`config.mk`:
```
export PLATFORM = sky130hd
export DESIGN_NAME = fft_bitrev_framer
export DESIGN_NICKNAME = d
export VERILOG_FILES = /design/src/rtl/fft_bitrev_framer.sv
export SDC_FILE = /design/constraint.sdc
export NUM_CORES = 1
export LEC_CHECK = 0
export ABC_CLOCK_PERIOD_IN_PS = 2500
export CORE_MARGIN = 4
export CORE_UTILIZATION = 45
export DETAILED_ROUTE_END_ITERATION = 8
export GPL_ROUTABILITY_DRIVEN = 0
export PLACE_DENSITY = 0.67
export REMOVE_ABC_BUFFERS = 1
export SYNTH_ARGS = -nofsm -noshare
export SYNTH_HDL_FRONTEND = slang
export SYNTH_SLANG_ARGS = --single-unit
```
`constraint.sdc`:
```
create_clock -name clk -period 2.5 [get_ports clk]
set_input_delay 0.375 -clock clk [delete_from_list [all_inputs] [get_ports clk]]
set_output_delay 0.375 -clock clk [all_outputs]
set_load 0.03 [all_outputs]
```
`src/rtl/fft_bitrev_framer.sv`:
```
// Ping-pong input framer that replays each N-sample frame in bit-reversed order as complex samples for an FFT core.
// Optional FFT_FRAMER_OFFSET_BIN_EN: convert offset-binary input to two's complement by inverting the MSB.
module fft_bitrev_framer #(
    parameter int N_LOG2 = 4,
    parameter int DATA_W = 12
) (
    input  logic                clk,
    input  logic                reset,
    input  logic [DATA_W-1:0]   in_x,
    input  logic                in_nd,
    input  logic                out_ready,
    output logic [2*DATA_W-1:0] out_x,
    output logic                out_nd,
    output logic                out_sof,
    output logic                overflow
);
    localparam int N = 1 << N_LOG2;

    localparam logic S_IDLE   = 1'b0;
    localparam logic S_STREAM = 1'b1;

    // Both banks live in one array; the bank select is the address MSB.
    logic [DATA_W-1:0]   r_mem [0:2*N-1];
    logic [1:0]          r_full;
    logic                r_wr_bank;
    logic                r_rd_bank;
    logic [N_LOG2-1:0]   r_wr_cnt;
    logic [N_LOG2-1:0]   r_rd_cnt;
    logic                r_state;
    logic [2*DATA_W-1:0] r_out_x;
    logic                r_out_nd;
    logic                r_out_sof;
    logic                r_overflow;

    logic                w_wr_ok;
    logic                w_wr_last;
    logic                w_start;
    logic                w_rd_last;
    logic [N_LOG2:0]     w_wr_addr;
    logic [N_LOG2:0]     w_rd_addr;
    logic [1:0]          w_full_nxt;

    function automatic logic [N_LOG2-1:0] bit_rev(input logic [N_LOG2-1:0] a);
        logic [N_LOG2-1:0] v;
        v = '0;
        for (int i = 0; i < N_LOG2; i++) begin
            v[i] = a[N_LOG2-1-i];
        end
        return v;
    endfunction

    function automatic logic [DATA_W-1:0] to_real(input logic [DATA_W-1:0] x);
`ifdef FFT_FRAMER_OFFSET_BIN_EN
        return {~x[DATA_W-1], x[DATA_W-2:0]};
`else
        return x;
`endif
    endfunction

    // A full bank is either waiting or being streamed, so the full flag alone guards writes.
    assign w_wr_ok   = in_nd & ~r_full[r_wr_bank];
    assign w_wr_last = w_wr_ok & (&r_wr_cnt);
    assign w_start   = (r_state == S_IDLE) & out_ready & r_full[r_rd_bank];
    assign w_rd_last = (r_state == S_STREAM) & (&r_rd_cnt);
    assign w_wr_addr = {r_wr_bank, r_wr_cnt};
    assign w_rd_addr = {r_rd_bank, bit_rev(r_rd_cnt)};

    always_comb begin
        w_full_nxt = r_full;
        if (w_wr_last) begin
            w_full_nxt[r_wr_bank] = 1'b1;
        end
        if (w_rd_last) begin
            w_full_nxt[r_rd_bank] = 1'b0;
        end
    end

    always_ff @(posedge clk) begin
        if (w_wr_ok && !reset) begin
            r_mem[w_wr_addr] <= to_real(in_x);
        end
    end

    always_ff @(posedge clk) begin
        if (reset) begin
            r_full     <= 2'b00;
            r_wr_bank  <= 1'b0;
            r_rd_bank  <= 1'b0;
            r_wr_cnt   <= '0;
            r_rd_cnt   <= '0;
            r_state    <= S_IDLE;
            r_out_x    <= '0;
            r_out_nd   <= 1'b0;
            r_out_sof  <= 1'b0;
            r_overflow <= 1'b0;
        end else begin
            r_full <= w_full_nxt;
            if (w_wr_ok) begin
                r_wr_cnt <= r_wr_cnt + 1'b1;
                if (w_wr_last) begin
                    r_wr_bank <= ~r_wr_bank;
                end
            end
            if (in_nd && !w_wr_ok) begin
                r_overflow <= 1'b1;
            end

            r_out_nd  <= 1'b0;
            r_out_sof <= 1'b0;
            case (r_state)
                S_IDLE: begin
                    if (w_start) begin
                        r_state  <= S_STREAM;
                        r_rd_cnt <= '0;
                    end
                end
                S_STREAM: begin
                    r_out_nd  <= 1'b1;
                    r_out_sof <= (r_rd_cnt == '0);
                    r_out_x   <= {r_mem[w_rd_addr], {DATA_W{1'b0}}};
                    r_rd_cnt  <= r_rd_cnt + 1'b1;
                    // Returning through IDLE guarantees a gap between frames.
                    if (w_rd_last) begin
                        r_state   <= S_IDLE;
                        r_rd_bank <= ~r_rd_bank;
                    end
                end
                default: r_state <= S_IDLE;
            endcase
        end
    end

    assign out_x    = r_out_x;
    assign out_nd   = r_out_nd;
    assign out_sof  = r_out_sof;
    assign overflow = r_overflow;

endmodule

```
After elaboration in Yosys (flattened, before gate mapping):

Memory sizes are Yosys's and may differ from the RTL's. A register that Yosys moved wholly into a read port is not among the register bits.
Index checks and enable logic that the tools add are counted.

* register bits after elaboration: 16
* bits in writable memories: 384
* input bits: 16
* output and inout bits: 27
* logic and storage cells: 59
* memories kept: 1

Memory list
* r_mem: depth 32, width 12, read ports 1, clocked after memory_dff 1, write ports 1, line 23 `logic [DATA_W-1:0] r_mem [0:2*N-1];`

* $add $sub $neg: 2
* $lt $le $gt $ge: 4
* equal/unequal tests: 1
* muxes and demuxes: 18
* bitwise operators: 12
* reduce and logical (&&, ||, !) cells: 12

Operators with widths (count)
* two-way mux 1 bit: 11
* adder 4 x 1 -> 4 bit (second input constant): 2
* one-hot mux 4 bit (2 select lines): 1
* AND reduction 4 bit: 2
* AND 1 bit: 5
* logical AND 1 bit: 4
* logical NOT 4 bit: 1
* less-than comparator 1 x 2 -> 1 bit (second input constant): 2
* two-way mux 2 bit: 2
* two-way mux 4 bit: 1
* NOT 1 bit: 4
* AND reduction 2 bit: 2
* AND 2 bit: 1
* demux 1 bit (select 1 bit): 2
* >= comparator 1 bit (second input constant): 2
* logical NOT 1 bit: 2
* != test 2 bit (second input constant): 1
* NOT 2 bit: 1
* OR 2 bit: 1
* one-hot mux 1 bit (2 select lines): 1
* OR reduction 2 bit: 1

Longest topological paths before layout:

* depth in word-level cells: 8
* gate-level depth with buffers: 8
* depth with buffers taken out: 4

Least setup slack after synthesis:

Ideal clock, no wire load.

* path type: reg2reg
* from: register r_wr_bank
* to: memory r_mem[31][0] (enable)
* setup time: 0.396 ns
* arrival: 1.884 ns
* required time: 2.104 ns
* slack: 0.220 ns
* cell stages (with the launch flop): 5
* path buffers: 1
* clock period less this slack: 2.280 ns
* path through: dfxtp_1 buf_2 mux2i_1 nand3_1 nor3_1

* longest elaborated chain between the ends: 7

RTL lines
* from (decl): line 25 `logic r_wr_bank;`
* from (signal assigned): line 101 `r_wr_bank <= ~r_wr_bank;`
* two-way mux 1 bit (implied by the code) (2 in series): line 61 `assign w_wr_ok = in_nd & ~r_full[r_wr_bank];`
* NOT 1 bit: line 61
* AND 1 bit: line 61
* logical AND 1 bit: line 79 `if (w_wr_ok && !reset) begin`
* two-way mux 1 bit: line 79
* two-way mux 1 bit (implied by the code): line 80 `r_mem[w_wr_addr] <= to_real(in_x);`
* to (decl): line 23

Parallel ways exist; a longest one is shown, timed or not. The select of a mux whose other input is x is not followed.

Worst setup path after layout:

* from: register r_wr_bank
* to: memory r_mem[1][6] (enable)

Same word-level chain as after synthesis.

==> results.json <==
{
  "yosysWarnings": 0,
  "grt_use_total_pct": 18.5,
  "cts_tree": "built",
  "use_met2_pct": 28.5,
  "vias": 8192,
  "core_mm2": 0.0357,
  "crit_path_max_incr_delay_ns": 0.41,
  "netlist_area_mm2": 0.0163,
  "worst_pin_slew_ns": 0.743,
  "status": "complete, no violations",
  "max-clock-path-buffers": 3,
  "ys.flop_type": "edfxtp_1",
  "gr-max-usage-layer": "met2",
  "ys_ff_latch": 412,
  "final_nets": 989,
  "overflow": 0,
  "grt_max_degree": 45,
  "ir_worst_vdd_mv": 0.410,
  "worstSetupEndpointType": "flop",
  "post-route-period-util_pct": 87.2,
  "crit_type": "flop to flop",
  "fin_crit_ns": 2.18,
  "clock_skew_ns": 0.0181,
  "async_reset_ff_share_pct": 0,
  "most-common-layout-cells": "edfxtp_1, mux4_2, mux2i_1, buf_4, clkbuf_16",
  "drive_gt1_share_pct": 21.3,
  "maxSlewHeadroom_pct": 50.3,
  "arrival_ns": 2.39,
  "cap_viol_max_count": 0,
  "htree_levels": 2,
  "cts_root_buf": "clkbuf_16",
  "crit_buf_inv": 1,
  "path_cells": "mux2_2 > nor3_2 > nand2_1 > nor2_1 > buf_4",
  "met3_usage_pct": 3.49,
  "first_iter_violations": 769,
  "crit_family": "simple AND/OR/NAND/NOR gates",
  "initial_core_util_pct": 45.8,
  "worstPathRequired_ns": 2.71,
  "mostFrequentLayoutCell": "edfxtp_1",
  "p_leak_nw": 5.80,
  "ioPinCount": 43,
  "min_path_type": "flop to flop",
  "port_buffers": 30,
  "num_rows": 69,
  "dr.pass1.iters": 5,
  "grt_pass1_vias": 8249,
  "cp-start-kind": "flop",
  "rsz0062_at_grt": "false",
  "critPathMaxFanout": 12,
  "cp_slowest_cell": "nand2_1",
  "wire_per_inst_um": 24.7,
  "ctsHoldBuffers": 0,
  "drtAntennaViolNets": 0,
  "syn_avg_cell_area_um2": 18.6,
  "max_freq_ghz": 0.459,
  "synthCells": 878,
  "wl_um": 36100,
  "drcViolationCount": 0,
  "dp.cells": 1383,
  "stdcell_count": 1459,
  "dieArea_mm2": 0.0394,
  "areaGrowthSynthToFinish_pct": 15.3,
  "die_w_um": 198,
  "hpwl_um": 22600,
  "synth_cell_types": 41,
  "p_per_area_mw_per_mm2": 738,
  "place_area_mm2": 0.0175,
  "clk_pin_slew_ns": 0.06,
  "clkLatencyLatePin_ns": 0.53,
  "final_max_slew_viol_count": 0,
  "met1_usage_pct": 27.4,
  "synth-edff-count": 384,
  "hold_viol": 0,
  "diodes": 0,
  "cts_made_buffers": 43,
  "antenna_found_initial": 0,
  "setup_viol": 0,
  "die_h_um": 198,
  "final_area_mm2": 0.0188,
  "cts_resized": 0,
  "cts_sinks": 412,
  "grt_first_pass_wirelength_um": 54100,
  "yosysSeqAreaShare_pct": 74.1,
  "post_cts_buffers": 0,
  "viasPerCell": 5.61
}
[through the flow]
stage,worst slack [ns],hold WS (ns),TNS (ns),power [W],utilization (%)
after floorplan,-2.88,0.444,-49.17,0.00777,-
after global placement,0.0654,0.512,0,0.00796,49.0
after detailed placement,0.0336,0.518,0,0.00797,49.0
after CTS,0.352,0.531,0,0.0140,52.8
after global routing,0.196,0.570,0,0.0144,52.8
final,0.321,0.531,0,0.0139,52.8
[flip-flops by register name, indices dropped and copies added, names as in the netlist]
| register | cells |
|---|---|
| out_sof | 1 |
| overflow | 1 |
| r_full | 2 |
| r_rd_cnt | 4 |
| r_wr_cnt | 4 |
| r_mem | 384 |
| out_x | 12 |
| out_nd | 1 |
| r_rd_bank | 1 |
| r_wr_bank | 1 |
| r_state | 1 |
[area by class of cell]
type,instances,area (µm²)
fill,2832,16800
clock inverter,18,166
inverter,7,26.3
sequential,412,12100
tap,461,577
clock buffer,58,1180
multi-input combinational,409,3860
timing repair buffer,94,906
[worst register-to-register path, delay by kind of cell (launching register included)]
family,cells,cell delay (ns)
buf+inv,1,0.24
flops,1,0.33
mux,1,0.38
simple gates,3,0.90
[logic make-up after synthesis]
kind of cell	after synthesis	share of synthesized area [%]
DFF	412	74.1
muxes	135	13.8
adders and majority gates	6	0.460
AOI/OAI and AO/OA	106	4.43
buffers and inverters	68	2.55
xor gates and xnor gates	6	0.322
and+or+nand+nor	144	4.31
other	1	0.0230
[path summary, 6_finish.rpt]
kind                       startpoint                        to  slack (ns)  cells after the start
min          r_wr_cnt[1]$_SDFFE_PP0N_  r_wr_cnt[1]$_SDFFE_PP0N_        0.53                      2
max            r_wr_bank$_SDFFE_PP0P_     r_mem[1][6]$_DFFE_PP_        0.32                      5
max reg2reg    r_wr_bank$_SDFFE_PP0P_     r_mem[1][6]$_DFFE_PP_        0.32                      5
min reg2reg  r_wr_cnt[1]$_SDFFE_PP0N_  r_wr_cnt[1]$_SDFFE_PP0N_        0.53                      2
[metal layers]
layer  routed length (µm)  share of wire [%]  vias up
met3                 2520                7.0       69
met5                    0                  0        -
li1                     -                  -     3661
met1                15700                 43     4176
met2                16800                 47      286
met4                 1050                2.9        0
[Yosys cell counts, types with 2 or more instances]
cell type / count / area share, %
edfxtp_1: 384 / 71
mux4_2: 72 / 9.9
mux2i_1: 61 / 3.7
nand2_1: 38 / 0.87
nor2_1: 37 / 0.85
a21oi_1: 31 / 0.95
dfxtp_1: 28 / 3.4
o22ai_1: 24 / 0.92
clkbuf_1: 18 / 0.41
buf_4: 17 / 0.78
nand2b_1: 16 / 0.61
nand3_1: 16 / 0.49
buf_2: 12 / 0.37
o21ai_0: 12 / 0.37
o2bb2ai_1: 12 / 0.64
o31ai_1: 12 / 0.55
buf_6: 11 / 0.76
and2_1: 10 / 0.38
a211oi_2: 9 / 0.69
ha_1: 6 / 0.46
inv_1: 6 / 0.14
nand3b_1: 6 / 0.28
and3_1: 5 / 0.19
a211oi_1: 3 / 0.14
and2_0: 3 / 0.12
buf_1: 3 / 0.069
nand4_1: 3 / 0.12
nor2b_1: 3 / 0.12
xnor2_1: 3 / 0.16
xor2_1: 3 / 0.16
mux2_2: 2 / 0.14
nor3_1: 2 / 0.061
or3_1: 2 / 0.077
[where the power goes]
group,switching [W],internal (W),total (W)
logic,0.000193,0.0000586,0.000252
clock network,0.00246,0.00361,0.00607
registers,0.00000960,0.00755,0.00756
(Power assumes the default switching activity.)
==> variant 1: new RTL, same flow settings <==
Add a define of `FFT_FRAMER_OFFSET_BIN_EN`.
--- a/src/rtl/fft_bitrev_framer.sv
+++ b/src/rtl/fft_bitrev_framer.sv
@@ -1,5 +1,7 @@
 // Ping-pong input framer that replays each N-sample frame in bit-reversed order as complex samples for an FFT core.
 // Optional FFT_FRAMER_OFFSET_BIN_EN: convert offset-binary input to two's complement by inverting the MSB.
+`define FFT_FRAMER_OFFSET_BIN_EN
+
 module fft_bitrev_framer #(
     parameter int N_LOG2 = 4,
     parameter int DATA_W = 12
Behaviour: same outputs for any inputs over 10 cycles, from zero or initial values and one cycle with reset high; that may be too few to reach the edited logic, so the function may still have changed.
==> variant 1 against the unedited design <==
Wire length up 4.0%; die area is the same; design area down 0.19%; synthesized area is the same; worst setup slack got worse by 0.097 ns; sequential share of layout area up 0.12 points; cell count rose by 0.21%; power decreased by 0.54%; non-clock buffer count increased by 4; sequential cell count unchanged.
==> variant 1: results (changes against the unedited design) <==
Clocking
  – H-tree depth: 2 (unchanged)
  – Total CTS buffers: 41 (was 43)
  – Clk Latency, worst-skew pair: 0.54 ns
  – Clock transition at path regs: 0.07 ns
  – Buffers from clock root to sink, at most: 3 (unchanged)

Global route
  – Global router's overall resource usage: 19.2% (was 18.5%)
  – Global-route met3 utilization: 2.96% (was 3.49%)
  – Met1 global-route usage: 28.1% (was 27.4%)
  – M2 GR Usage: 30.7% (was 28.5%)
  – Global-route wire length before repair: 55.7 mm (was 54.1 mm)
  – Pin count of the biggest net entering global routing: 50 (was 45)

Worst setup path
  – Timing endpoint of the critical path: r_mem[10][1]$_DFFE_PP_ (was r_mem[1][6]$_DFFE_PP_)
  – Slowest stage delay, CP: 0.54 ns (was 0.41 ns)
  – RR Startpoint: r_wr_bank$_SDFFE_PP0P_ (unchanged)
  – Data arrival at the endpoint of the critical path: 2.50 ns (was 2.39 ns)
  – Internal reg-to-reg setup slack: 0.22 ns (was 0.32 ns)
  – Logic depth of the worst register-to-register path: 6 (was 5)
  – Standard cell with the maximum stage delay on the critical path: sky130_fd_sc_hd__dfxtp_1 (was sky130_fd_sc_hd__nand2_1)

Pwr
  – Peak ir drop on the vdd network: 0.480 mV (was 0.410 mV)
  – Switching power: 2770 uW (was 2660 uW)
  – Leak: 0.00580 uW (about the same)

Layout
  – # nets final: 992 (was 989)
  – Number of inserted diodes: 0 (unchanged)
  – Max FFs per register: 384 (unchanged)
  – Layout cells sized above 1: 22.2% (was 21.3%)
  – Filler cell count: 2792 (was 2832)
  – Register bank with the most flops: r_mem (unchanged)
  – Multi-input combinational cell area: 3860 um^2 (about the same)

Placement
  – Placed cells: 1388 (was 1383)
  – Worst slack, placed: 0.0565 ns (was 0.0336 ns)
  – Total placed instance area: 17500 um^2 (about the same)
  – Post-detail-place hpwl: 23.1 mm (was 22.6 mm)

Min path
  – Hold depth: 2 (unchanged)
  – Start point of the worst min-delay path: r_wr_cnt[1]$_SDFFE_PP0N_ (unchanged)
  – Worst min-delay path category: reg2reg (unchanged)

Timing
  – Slew at the pin closest to its max-slew limit: 0.631 ns (was 0.743 ns)
  – Layout Skew: 0.0281 ns (was 0.0181 ns)
  – Peak clock frequency supported by timing: 439 MHz (was 459 MHz)
  – Final hold slack: 0.544 ns (was 0.531 ns)

Run status
  – Result of the run: completed (unchanged)

Logic synthesis
  – Fraction of the yosys area taken by sequential cells: 74.1% (unchanged)
  – Yosys Warn Count: 0 (unchanged)
  – Gate Count Post-Synth: 879 (was 878)
  – Share of flip-flops with an asynchronous set or reset after synthesis: 0% (unchanged)

Route
  – First-pass detailed-route iteration total: 5 (unchanged)
  – Average routed wire per standard cell: 25.7 um (was 24.7 um)
  – Overall via count from detail_route: 8407 (was 8192)
  – Final wirelength: 37.5 mm (was 36.1 mm)
  – Initial detailed-routing violation count: 961 (was 769)
[variant 1: changes by cell type in the layout (fill, tap and decap cells not counted), sizes merged]
cell      before  now
clkbuf        58   53
buf           64   68
clkinv        12   15
bufinv         3    2
clkinvlp       2    3
inv            8    9
[variant 1: worst reg2reg max path, stage by stage, from the launching register on]
cell	delay, ns
sky130_fd_sc_hd__dfxtp_1	0.54
sky130_fd_sc_hd__mux2_2	0.42
sky130_fd_sc_hd__nor3_2	0.30
sky130_fd_sc_hd__nand2_1	0.15
sky130_fd_sc_hd__buf_4	0.19
sky130_fd_sc_hd__nor2_1	0.12
sky130_fd_sc_hd__buf_4	0.23
[variant 1: kinds of logic (layout without fill, tap and decap cells)]
group | Yosys count | count (layout) | share of synthesized area, %
xor+xnor | 6 | 6 | 0.322
mux | 135 | 135 | 13.8
other cells | 1 | 12 | 0.0230
buf+inv | 69 | 180 | 2.55
flops | 412 | 412 | 74.1
simple gates | 144 | 144 | 4.31
fa+ha+maj | 6 | 6 | 0.460
compound gates | 106 | 106 | 4.43
[variant 1: cell type report]
class                           instances  share of cell area, %
Multi-Input combinational cell        409                   20.6
Clock buffer                           53                   6.02
Sequential cell                       412                   64.4
Tap cell                              461                   3.07
Inverter                                8                  0.160
Timing Repair Buffer                   98                   4.72
Clock inverter                         21                   1.04
[variant 1: power groups by stage]
stage	clock network [uW]	logic, uW	registers [uW]
after floorplan	0	68.1	7710
after global placement	0	260	7710
after detailed placement	0	269	7710
after CTS	6090	268	7560
after global routing	6390	285	7560
final	5990	265	7560
[variant 1: timing repair]
item                       CTS  global route
setup endpoints to repair    0            12
hold endpoints to repair     0             0
resized for setup            0             1
[variant 1: layer usage]
layer / share of wire (%) / vias up
met1: 43 / 4320
met4: 2.7 / 0
li1: - / 3677
met3: 6.9 / 64
met2: 48 / 346
met5: 0 / -
==> variant 2: new RTL, same settings <==
Made on the original files. Make the reset (`reset`) asynchronous in one clocked block.
--- a/src/rtl/fft_bitrev_framer.sv
+++ b/src/rtl/fft_bitrev_framer.sv
@@ -81,7 +81,7 @@
         end
     end
 
-    always_ff @(posedge clk) begin
+    always_ff @(posedge clk or posedge reset) begin
         if (reset) begin
             r_full     <= 2'b00;
             r_wr_bank  <= 1'b0;
Check against the original RTL: same outputs for any inputs over 10 cycles, from zero or initial values and one cycle with reset high; that may be too few to reach the edited logic, so the function may still have changed.
==> variant 2 against the unedited design <==
Worst setup slack worse by 0.10 ns; critical endpoint is now out_x[13]$_DFFE_PP0P_; wire length increased by 0.41%; sequential cell count did not move; design area shrank 0.63%; fmax down 4.4%; synthesized area fell by 1.0%.
Power is not compared: it rests on default switching activity, and its combinational part moved more than twofold at a synthesized area within 25%.
==> variant 2: results (changes against the unedited design) <==
Run status
  – Result of the run: completed (unchanged)

Global route
  – Global-route met3 utilization: 3.38% (was 3.49%)
  – Global-route wire length before repair: 53.7 mm (was 54.1 mm)
  – Global router's overall resource usage: 18.6% (was 18.5%)
  – Number of antenna violations at the first check in global routing: 1 (was 0)
  – Number of global-route vias before repair: 8288 (was 8249)
  – Met1 global-route usage: 27.3% (was 27.4%)
  – M2 GR Usage: 29.3% (was 28.5%)
  – Pin count of the biggest net entering global routing: 47 (was 45)

Placement
  – Post-detail-place hpwl: 22.0 mm (was 22.6 mm)
  – Placed cells: 1357 (was 1383)

Layout
  – Non-clock inverter instance count of the final layout: 6 (was 7)
  – Number of inserted diodes: 1 (was 0)
  – Number of non-clock buffers: 109 (was 94)
  – Clock-cell share of area: 7.12% (was 7.17%)
  – Filler cell count: 2791 (was 2832)
  – # nets final: 962 (was 989)
  – Multi-input combinational cell area: 3560 um^2 (was 3860 um^2)
  – Fraction of area in multi-input gates: 19.0% (was 20.5%)

Route
  – Final wirelength: 36.2 mm (was 36.1 mm)
  – Overall via count from detail_route: 8163 (was 8192)
  – Routed length on met3: 2.27 mm (was 2.52 mm)
  – Sum of routed wire segments on met1: 15.9 mm (was 15.7 mm)
  – Number of vias per cell: 5.70 (was 5.61)
  – Detail Route met2 WL: 17.3 mm (was 16.8 mm)

Worst setup path
  – Crit-path max FO: 15 (was 12)
  – Data arrival at the endpoint of the critical path: 2.74 ns (was 2.39 ns)

Logic synthesis
  – Most common library cells after synthesis: sky130_fd_sc_hd__edfxtp_1, sky130_fd_sc_hd__mux4_2, sky130_fd_sc_hd__nor2_1 (was sky130_fd_sc_hd__edfxtp_1, sky130_fd_sc_hd__mux4_2, sky130_fd_sc_hd__mux2i_1)
  – Post-synth cell types: 44 (was 41)

Min path
  – Worst min-delay path category: in2async (was reg2reg)

Timing
  – Layout Skew: 0.0166 ns (was 0.0181 ns)
  – Slew margin rel.: 45.9% (was 50.3%)

Die
  – Total die area: 39000 um^2 (was 39400 um^2)

Clocking
  – Total CTS buffers: 42 (was 43)

Pwr
  – Total power consumption of the routed design: 20300 uW
variant 2: cell types whose count changed in the layout (fill, tap and decap cells not counted), sizes merged, moves of 13 or more:
cell    change
a211oi     +24
a21oi      -18
and2       -13
buf        +15
dfrtp      +28
dfxtp      -28
mux2       +25
mux2i      -48
nand2b     -14
nor2       +13
nor2b      +21
variant 2: path summary, 6_finish.rpt:
check / slack, ns / to / from
min in group clk: 0.49 / overflow$_DFFE_PP0P_ / overflow$_DFFE_PP0P_
max in group asynchronous: 1.90 / r_rd_cnt[3]$_DFFE_PP0P_ / reset
min reg2reg: 0.49 / overflow$_DFFE_PP0P_ / overflow$_DFFE_PP0P_
max: 0.22 / out_x[13]$_DFFE_PP0P_ / r_rd_cnt[3]$_DFFE_PP0P_
max reg2reg: 0.22 / out_x[13]$_DFFE_PP0P_ / r_rd_cnt[3]$_DFFE_PP0P_
min: 0.27 / out_x[23]$_DFFE_PP0P_ / reset
variant 2: cells by family (layout without fill, tap and decap cells):
| group | count (synthesis) | after routing | share of synthesized area [%] |
|---|---|---|---|
| flip-flops | 412 | 412 | 75.7 |
| AND/OR/NAND/NOR | 140 | 140 | 4.19 |
| multiplexers | 112 | 112 | 12.7 |
| AO/OA/AOI/OAI | 93 | 93 | 4.04 |
| buffers and inverters | 66 | 189 | 2.52 |
| adder cells (fa/ha/maj) | 6 | 6 | 0.465 |
| XOR/XNOR | 6 | 6 | 0.325 |
| other | 1 | 13 | 0.0232 |
variant 2: worst max-delay path, cell delays in order, from the launching register on:
cell and delay (ns):
sky130_fd_sc_hd__dfrtp_4 0.63, sky130_fd_sc_hd__nand2b_1 0.45, sky130_fd_sc_hd__buf_4 0.20, sky130_fd_sc_hd__o22ai_1 0.06, sky130_fd_sc_hd__nor4_1 0.67, sky130_fd_sc_hd__o31a_1 0.20
